File: src/rtl/code25_pkg.sv
// -----------------------------------------------------------------------------
// code25_pkg
// Shared definitions for the 2-of-5 code front end and checker stage.
//   CODE_W / SEL_W : widths of the code field (EN1..EN5) and selector (N0..N2)
//   IN_W           : width of the combined {sel, code} vector
//   state_t        : sampler FSM states
//   is_two_of_five : true when exactly two code bits are set
// -----------------------------------------------------------------------------
package code25_pkg;

  localparam int CODE_W = 5;
  localparam int SEL_W  = 3;
  localparam int IN_W   = CODE_W + SEL_W;

  typedef enum logic [1:0] {
    SETTLE  = 2'd0,
    COMMIT  = 2'd1,
    VALID   = 2'd2,
    INVALID = 2'd3
  } state_t;

  function automatic logic is_two_of_five(input logic [CODE_W-1:0] code);
    int unsigned ones;
    ones = 0;
    for (int i = 0; i < CODE_W; i++) begin
      ones = ones + 32'(code[i]);
    end
    return (ones == 32'd2);
  endfunction

endpackage

File: src/rtl/code25_debouncer.sv
// -----------------------------------------------------------------------------
// code25_debouncer
// Two-flop synchroniser followed by a candidate/counter debouncer on a
// DATA_W-bit vector. A change of the synchronised value restarts the count;
// identical samples advance it until it saturates at DEBOUNCE_CYCLES-1.
//
// Ports:
//   clk         in   system clock
//   rst_n       in   asynchronous active-low reset
//   raw_i       in   DATA_W  asynchronous raw inputs
//   stable_o    out  1       counter saturated and synchronised value == candidate
//   candidate_o out  DATA_W  value currently being debounced
// -----------------------------------------------------------------------------
module code25_debouncer #(
  parameter int DATA_W          = 8,
  parameter int DEBOUNCE_CYCLES = 50000,
  parameter int CNT_W           = 16
) (
  input  logic              clk,
  input  logic              rst_n,
  input  logic [DATA_W-1:0] raw_i,
  output logic              stable_o,
  output logic [DATA_W-1:0] candidate_o
);

  localparam logic [CNT_W-1:0] CNT_MAX = CNT_W'(DEBOUNCE_CYCLES - 1);

  logic [DATA_W-1:0] sync_p0;
  logic [DATA_W-1:0] sync_p1;
  logic [DATA_W-1:0] candidate;
  logic [CNT_W-1:0]  count;

  // Stage p0/p1: metastability chain, all bits sampled together
  always_ff @(posedge clk or negedge rst_n) begin
    if (!rst_n) begin
      sync_p0 <= '0;
      sync_p1 <= '0;
    end else begin
      sync_p0 <= raw_i;
      sync_p1 <= sync_p0;
    end
  end

  // Debounce stage: any difference wins over saturation, so a change landing
  // on the saturating cycle restarts the count rather than committing.
  always_ff @(posedge clk or negedge rst_n) begin
    if (!rst_n) begin
      candidate <= '0;
      count     <= '0;
    end else if (sync_p1 != candidate) begin
      candidate <= sync_p1;
      count     <= '0;
    end else if (count != CNT_MAX) begin
      count <= count + 1'b1;
    end
  end

  assign stable_o    = (count == CNT_MAX) && (sync_p1 == candidate);
  assign candidate_o = candidate;

endmodule

File: src/rtl/code25_input_sampler.sv
// -----------------------------------------------------------------------------
// code25_input_sampler
// Front end for the 2-of-5 code checker: synchronises and debounces the code
// and selector switches as one vector, commits stable changes to registered
// outputs and qualifies the committed code as two-hot.
//
// Optional build macro: CODE25_ERR_COUNT_EN adds err_cnt_o, a saturating
// count of committed codes that were not two-hot.
//
// Ports:
//   clk          in   system clock
//   rst_n        in   asynchronous active-low reset
//   sw_code_i    in   5  raw code switches (bit0 = EN1 .. bit4 = EN5)
//   sw_sel_i     in   3  raw selector switches (bit0 = N0 .. bit2 = N2)
//   code_o       out  5  committed code
//   sel_o        out  3  committed selector
//   code_valid_o out  1  committed code is two-hot
//   code_err_o   out  1  committed code is not two-hot
//   update_o     out  1  one-cycle pulse per commit
//   err_cnt_o    out  8  invalid-commit count (CODE25_ERR_COUNT_EN only)
// -----------------------------------------------------------------------------
module code25_input_sampler
  import code25_pkg::*;
#(
  parameter int DEBOUNCE_CYCLES = 50000,
  parameter int CNT_W           = 16
) (
  input  logic              clk,
  input  logic              rst_n,
  input  logic [CODE_W-1:0] sw_code_i,
  input  logic [SEL_W-1:0]  sw_sel_i,
  output logic [CODE_W-1:0] code_o,
  output logic [SEL_W-1:0]  sel_o,
  output logic              code_valid_o,
  output logic              code_err_o,
  output logic              update_o
`ifdef CODE25_ERR_COUNT_EN
  ,
  output logic [7:0]        err_cnt_o
`endif
);

  logic            stable;
  logic [IN_W-1:0] candidate;
  logic            cand_new;
  logic            cand_two_hot;
  logic            out_two_hot;
  logic            commit_en;
  state_t          state;
  state_t          next_state;

  code25_debouncer #(
    .DATA_W          (IN_W),
    .DEBOUNCE_CYCLES (DEBOUNCE_CYCLES),
    .CNT_W           (CNT_W)
  ) u_debouncer (
    .clk         (clk),
    .rst_n       (rst_n),
    .raw_i       ({sw_sel_i, sw_code_i}),
    .stable_o    (stable),
    .candidate_o (candidate)
  );

  assign cand_new     = (candidate != {sel_o, code_o});
  assign cand_two_hot = is_two_of_five(candidate[CODE_W-1:0]);
  assign out_two_hot  = is_two_of_five(code_o);

  // FSM state register
  always_ff @(posedge clk or negedge rst_n) begin
    if (!rst_n) begin
      state <= SETTLE;
    end else begin
      state <= next_state;
    end
  end

  // Next-state logic. VALID/INVALID fall back to SETTLE on loss of stability
  // rather than on s != candidate alone: a change arriving during COMMIT has
  // already been absorbed into the candidate by the time the FSM leaves COMMIT,
  // and only the restarted counter still reveals it.
  always_comb begin
    next_state = state;
    case (state)
      SETTLE: begin
        if (stable) begin
          if (cand_new) begin
            next_state = COMMIT;
          end else if (out_two_hot) begin
            next_state = VALID;
          end else begin
            next_state = INVALID;
          end
        end
      end
      COMMIT: begin
        next_state = out_two_hot ? VALID : INVALID;
      end
      VALID, INVALID: begin
        if (!stable) begin
          next_state = SETTLE;
        end
      end
      default: next_state = SETTLE;
    endcase
  end

  // Output decode: the commit is taken on the edge entering COMMIT, so the
  // registered outputs and update_o are visible for the whole COMMIT cycle.
  always_comb begin
    commit_en = (state == SETTLE) && (next_state == COMMIT);
  end

  // Output register stage
  always_ff @(posedge clk or negedge rst_n) begin
    if (!rst_n) begin
      code_o       <= '0;
      sel_o        <= '0;
      code_valid_o <= 1'b0;
      code_err_o   <= 1'b0;
      update_o     <= 1'b0;
    end else begin
      update_o <= commit_en;
      if (commit_en) begin
        code_o       <= candidate[CODE_W-1:0];
        sel_o        <= candidate[IN_W-1:CODE_W];
        code_valid_o <= cand_two_hot;
        code_err_o   <= !cand_two_hot;
      end
    end
  end

`ifdef CODE25_ERR_COUNT_EN
  // Invalid-commit counter, saturating at 255
  always_ff @(posedge clk or negedge rst_n) begin
    if (!rst_n) begin
      err_cnt_o <= '0;
    end else if (commit_en && !cand_two_hot && (err_cnt_o != 8'hFF)) begin
      err_cnt_o <= err_cnt_o + 8'd1;
    end
  end
`endif

endmodule

File: config.mk
export PLATFORM = sky130hd
export DESIGN_NAME = code25_input_sampler
export DESIGN_NICKNAME = d
export VERILOG_FILES = /design/src/rtl/code25_pkg.sv /design/src/rtl/code25_debouncer.sv /design/src/rtl/code25_input_sampler.sv
export SDC_FILE = /design/constraint.sdc
export NUM_CORES = 1
export LEC_CHECK = 0
export BUFFER_PORTS_ARGS = -buffer_cell sky130_fd_sc_hd__buf_2
export CORE_ASPECT_RATIO = 0.8
export CORE_MARGIN = 10
export CORE_UTILIZATION = 43
export CTS_CLUSTER_DIAMETER = 40
export DETAILED_ROUTE_END_ITERATION = 8
export GPL_ROUTABILITY_DRIVEN = 0
export PLACE_DENSITY = 0.66
export SYNTH_ARGS = -nofsm -noshare
export SYNTH_HDL_FRONTEND = slang
export SYNTH_HIERARCHICAL = 1
export SYNTH_SLANG_ARGS = --single-unit
File: constraint.sdc
create_clock -name clk -period 3.5 [get_ports clk]
set_input_delay 0.35 -clock clk [delete_from_list [all_inputs] [get_ports clk]]
set_output_delay 0.35 -clock clk [all_outputs]
set_load 0.01 [all_outputs]
Yosys cells after proc, flatten, opt, wreduce, memory -nomap -nowiden
Cells that the tools add are included.
W data, S select, Z words.
Word-level totals
  register bits after elaboration: 53
  input bits: 10
  output and inout bits: 11
  word-level logic and storage cells: 43
Cells by class
  add/sub/neg operators: 9
  eq/ne operators: 11
  multiplexer cells: 7
  reduce and logical (&&, ||, !) cells: 6
Operators with widths (count)
  $mux W16: 2
  $add A16 B1 Y16 const B: 1
  $eq A16 B16 Y1 const B: 1
  $ne A16 B16 Y1 const B: 1
  $ne A8 B8 Y1: 2
  $add A4 B1 Y5: 2
  $eq A5 B2 Y1 const B: 2
  $add A3 B1 Y4: 2
  $eq A8 B8 Y1: 1
  $add A2 B1 Y3: 2
  $mux W2: 3
  $pmux W2 S3: 1
  $add A1 B1 Y2: 2
  $eq A2 B1 Y1 const B: 2
  $eq A2 B2 Y1 const B: 2
  $logic_and A1 B1 Y1: 2
  $logic_not A2 Y1: 1
  $reduce_bool A2 Y1: 1
  $reduce_or A2 Y1: 1
  $logic_not A1 Y1: 1
  $mux W1: 1

Depth between registers and ports, before layout
  depth in word-level cells: 11
  depth in mapped cells: 9
  depth with buffers taken out: 9

Modules after synthesis
The synthesis kept the hierarchy.
By module, submodules not included
  code25_debouncer: instances 1, cells an instance 128, area an instance 1556.5 µm²
  code25_input_sampler: instances 1, cells an instance 65, area an instance 765.7 µm²

Worst setup path after synthesis
No wires, ideal clock.
  kind: register -> register
  start point: register u_debouncer.count[13]
  end point: register code_err_o
  library setup time: 0.125 ns
  arrival: 2.140 ns
  required time: 3.375 ns
  setup slack: 1.235 ns
  cell stages (with the launch flop): 7
  path buffers: 1
  cell sequence: dfrtp_1 > or4b_4 > nor4_4 > and3_1 > o211ai_2 > buf_6 > mux2_4
On the way
  longest elaborated chain between the ends: 6
  elaborated cells between the ends (all ways): 7
  classes of those cells: 2 x eq/ne; 3 x mux; 2 x reduce/logical
Ends and longest elaborated chain
  start, declared: line code25_debouncer.sv:31  | logic [CNT_W-1:0] count;
  start signal, assigned: line code25_debouncer.sv:54  | count <= count + 1'b1;
  $eq A16 B16 Y1 *: line code25_debouncer.sv:58  | assign stable_o = (count == CNT_MAX) && (sync_p1 == candidate);
  $logic_and A1 B1 Y1 *: line code25_debouncer.sv:58
  named net stable: line code25_input_sampler.sv:43  | logic stable;
  $mux W2, on equally long branches: line code25_input_sampler.sv:99, code25_input_sampler.sv:85
  $pmux W2 S3 *: line code25_input_sampler.sv:83  | case (state)
  $eq A2 B1 Y1 *: line code25_input_sampler.sv:110  | commit_en = (state == SETTLE) && (next_state == COMMIT);
  $logic_and A1 B1 Y1 *: line code25_input_sampler.sv:110
  end signal, assigned: line code25_input_sampler.sv:127  | code_err_o <= !cand_two_hot;
  end, declared: line code25_input_sampler.sv:35  | output logic code_err_o,
Mark *: on every way through the listed nets, which the timed path passes. The rest lies on a longest branch.
A chain may end at the register's enable or synchronous reset.

Worst setup path in the final report
  start point: register u_debouncer.count[0]
  end point: register sel_o[0]
On the way
  longest elaborated chain between the ends: 6
  elaborated cells between the ends (all ways): 7
  classes of those cells: 2 x eq/ne; 3 x mux; 2 x reduce/logical
Ends and longest elaborated chain
  $eq A16 B16 Y1 *: line code25_debouncer.sv:58
  $logic_and A1 B1 Y1 *: line code25_debouncer.sv:58
  named net stable: line code25_input_sampler.sv:43
  $mux W2, on equally long branches: line code25_input_sampler.sv:99, code25_input_sampler.sv:85
  $pmux W2 S3 *: line code25_input_sampler.sv:83
  $eq A2 B1 Y1 *: line code25_input_sampler.sv:110
  $logic_and A1 B1 Y1 *: line code25_input_sampler.sv:110
  end signal, assigned: line code25_input_sampler.sv:125  | sel_o <= candidate[IN_W-1:CODE_W];
  end, declared: line code25_input_sampler.sv:33  | output logic [SEL_W-1:0] sel_o,
Marked as above.

==> summary.txt <==
clk_lat worst skew: 0.31 ns
Post-synth EDFFs: 0
synth warn: 6
CORE AREA: 0.00512 mm²
setup bufs post-CTS: 0
RSZ-0062 raised after global routing: false
CTS Hold Bufs: 0
Pre-antenna DRT Iters: 4
Num CTS Buffers: 5
dpl hpwl: 2630 µm
Crit Path Class: flip-flop to flip-flop
number of global-route vias before repair: 1359
Row Count: 23
grt ovf: 0
Worst EP arrival: 2.84 ns
Root Buffer: clkbuf_8
Synth Area per Inst: 12.0 µm²
Synth Cell Area: 0.00232 mm²
die extent in y: 85.7 µm
type of the tightest min-delay check: primary input to asynchronous set/reset pin
Place WS: 0.882 ns
Mapped Nets: 210
headroom to the max-slew limit: 50.3%
PortBufs: 20
drt drc: 0
outcome: finished, final reports clean
htree depth: 2
top_reg_cell synth: dfrtp_1
share of layout cells above drive strength 1: 18.9%
Fmax: 380 MHz
clock sinks: 53
count of cell types in the netlist: 32
area delta synth->final: 10.2%
Startpoint Class: flip-flop
ANT cells: 0
Max Slew Vio Count: 0
Clock Pin Slew Worst Setup and Hold Paths: 0.11 ns
final instance area: 0.00256 mm²
Fin Setup TNS: 0 ns
die area: 0.00876 mm²
GRT Total Usage: 9.37%
post-route ant nets: 0
final worst setup slack: 0.872 ns
CP endpoint kind: flip-flop
Synth Instances: 193
Final min period: 2.63 ns
Final Setup Violations: 0
num ports: 21
Seq/Total Area, Yosys: 57.1%
die width: 102 µm
final wirelength: 3720 µm
Leak Pwr: 1.18 nW
Least-Margin Pin Slew: 0.743 ns
max-cap violations: 0
largest net degree at the start of global routing: 30
routed len/inst: 13.6 µm
antenna violations before repair: 0
via/cell ratio: 4.74
first-pass GRT wire length: 6470 µm
final hold viol count: 0
total number of vias: 1298
Placed Instance Area: 0.00246 mm²
Max IR drop VDD: 0.000265 V
CTS tree: yes
largest fanout on the critical path: 12
clk buf depth: 2
Clock Skews: 0.0126 ns
fin crit share: 75.1%
hold_ws: 0.0285 ns
nets: 228
Async SR Flop Fraction: 100%
initial core utilization: 45.3%
pwr dens: 409 mW/mm²
Worst EP required: 3.71 ns
#FFs+latches synth: 53
initial drt markers: 83
cts repair resizes: 0
[flip-flops by register name (all words and copies together), names as in the netlist]
register,flops
code_err_o,1
u_debouncer/candidate_o,8
update_o,1
u_debouncer/sync_p1,8
u_debouncer/sync_p0,8
u_debouncer/count,16
state,2
sel_o,3
code_valid_o,1
code_o,5
[placed cells by master (no fill, tap or decap)]
cell type  netlist  layout
a21oi_1          2       2
o211ai_2         1       1
nand2_1          6       6
o21a_1           1       1
or4b_4           1       1
nand4bb_1        1       1
nand3b_1         1       1
nand2b_1         2       2
inv_6            0       1
mux2_4           4       4
or3_2            1       1
clkinv_4         0       1
o211ai_1         1       1
xnor2_1         19      19
fa_1             4       4
ha_1             3       3
clkbuf_8         0       5
dfrtp_1         53      53
nand3_1          6       6
mux2_2           2       2
a22o_1           1       1
xor2_1           9       9
and3_1           1       1
nor4_1           5       5
inv_8            0       1
mux2i_1          5       5
nand4_1          5       5
buf_2            0      20
nor3_1           4       4
buf_4            0       1
o21ai_0          2       2
nor4_4           1       1
nand4bb_4        1       1
inv_1           19      19
nor2_1          20      20
o21ai_1          2       2
[final timing paths]
path                                             start  depth (start not counted)                     end  slack (ns)
min in group clk                          sw_code_i[3]                          1  u_debouncer/sync_p0[3]        0.13
worst max register to register    u_debouncer/count[0]                          6                sel_o[0]        0.87
worst min-delay path                             rst_n                          1  u_debouncer/sync_p0[5]        0.03
max in group asynchronous                        rst_n                          2    u_debouncer/count[2]        2.71
worst max-delay path              u_debouncer/count[0]                          6                sel_o[0]        0.87
worst min register to register  u_debouncer/sync_p0[4]                          0  u_debouncer/sync_p1[4]        0.35
[power by group]
group          total [mW]  switching [mW]  internal, mW
sequential          0.637          0.0108         0.626
clock               0.368           0.218         0.150
combinational      0.0413          0.0243        0.0170
[cells in the mapped netlist, types with 3 or more instances]
library cell  number  area [µm²]
clkbuf_1           9        33.8
dfrtp_1           53        1330
fa_1               4        80.1
ha_1               3        37.5
inv_1             19        71.3
mux2_4             4        60.1
mux2i_1            5        50.1
nand2_1            6        22.5
nand3_1            6        30.0
nand4_1            5        31.3
nor2_1            20        75.1
nor3_1             4        20.0
nor4_1             5        31.3
xnor2_1           19         166
xor2_1             9        78.8
[area by class of cell]
type                            instances  area, µm²
Timing Repair Buffer                   21        108
Inverter                               19       71.3
Clock buffer                            5       68.8
Fill cell                             467       2560
Sequential cell                        53       1330
Tap cell                               62       77.6
Multi-Input combinational cell        111        880
Clock inverter                          3       28.8
[per-stage QoR]
stage,total power [mW],instances,utilization (%)
global placement,0.691,266,48.1
global route,1.10,274,50.0
floorplan,0.670,193,-
CTS,1.06,274,50.0
detailed placement,0.692,266,48.1
finish,1.05,274,50.0
[worst max-delay path: stages, from the launching register on]
cell and delay (ns):
dfrtp_1 0.42, ha_1 0.21, nand3_1 0.28, nor4_4 0.56, and3_1 0.32, o211ai_2 0.35, mux2_4 0.40
[layer usage]
layer | vias to the layer above | GRT usage, % | share of wire (%)
met5 | - | 0 | 0
met4 | 0 | 4.22 | 1.7
met2 | 25 | 12.8 | 40
met1 | 607 | 13.2 | 54
li1 | 661 | - | -
met3 | 5 | 2.81 | 4.3
[cells by family after synthesis]
group,after synthesis,synth area share [%]
xor gates and xnor gates,28,10.6
muxes,11,5.71
DFF,53,57.1
buffers and inverters,29,5.01
and+or+nand+nor,55,13.7
AOI/OAI and AO/OA,10,2.86
adders and majority gates,7,5.06
Power figures use the tool's default switching activity.
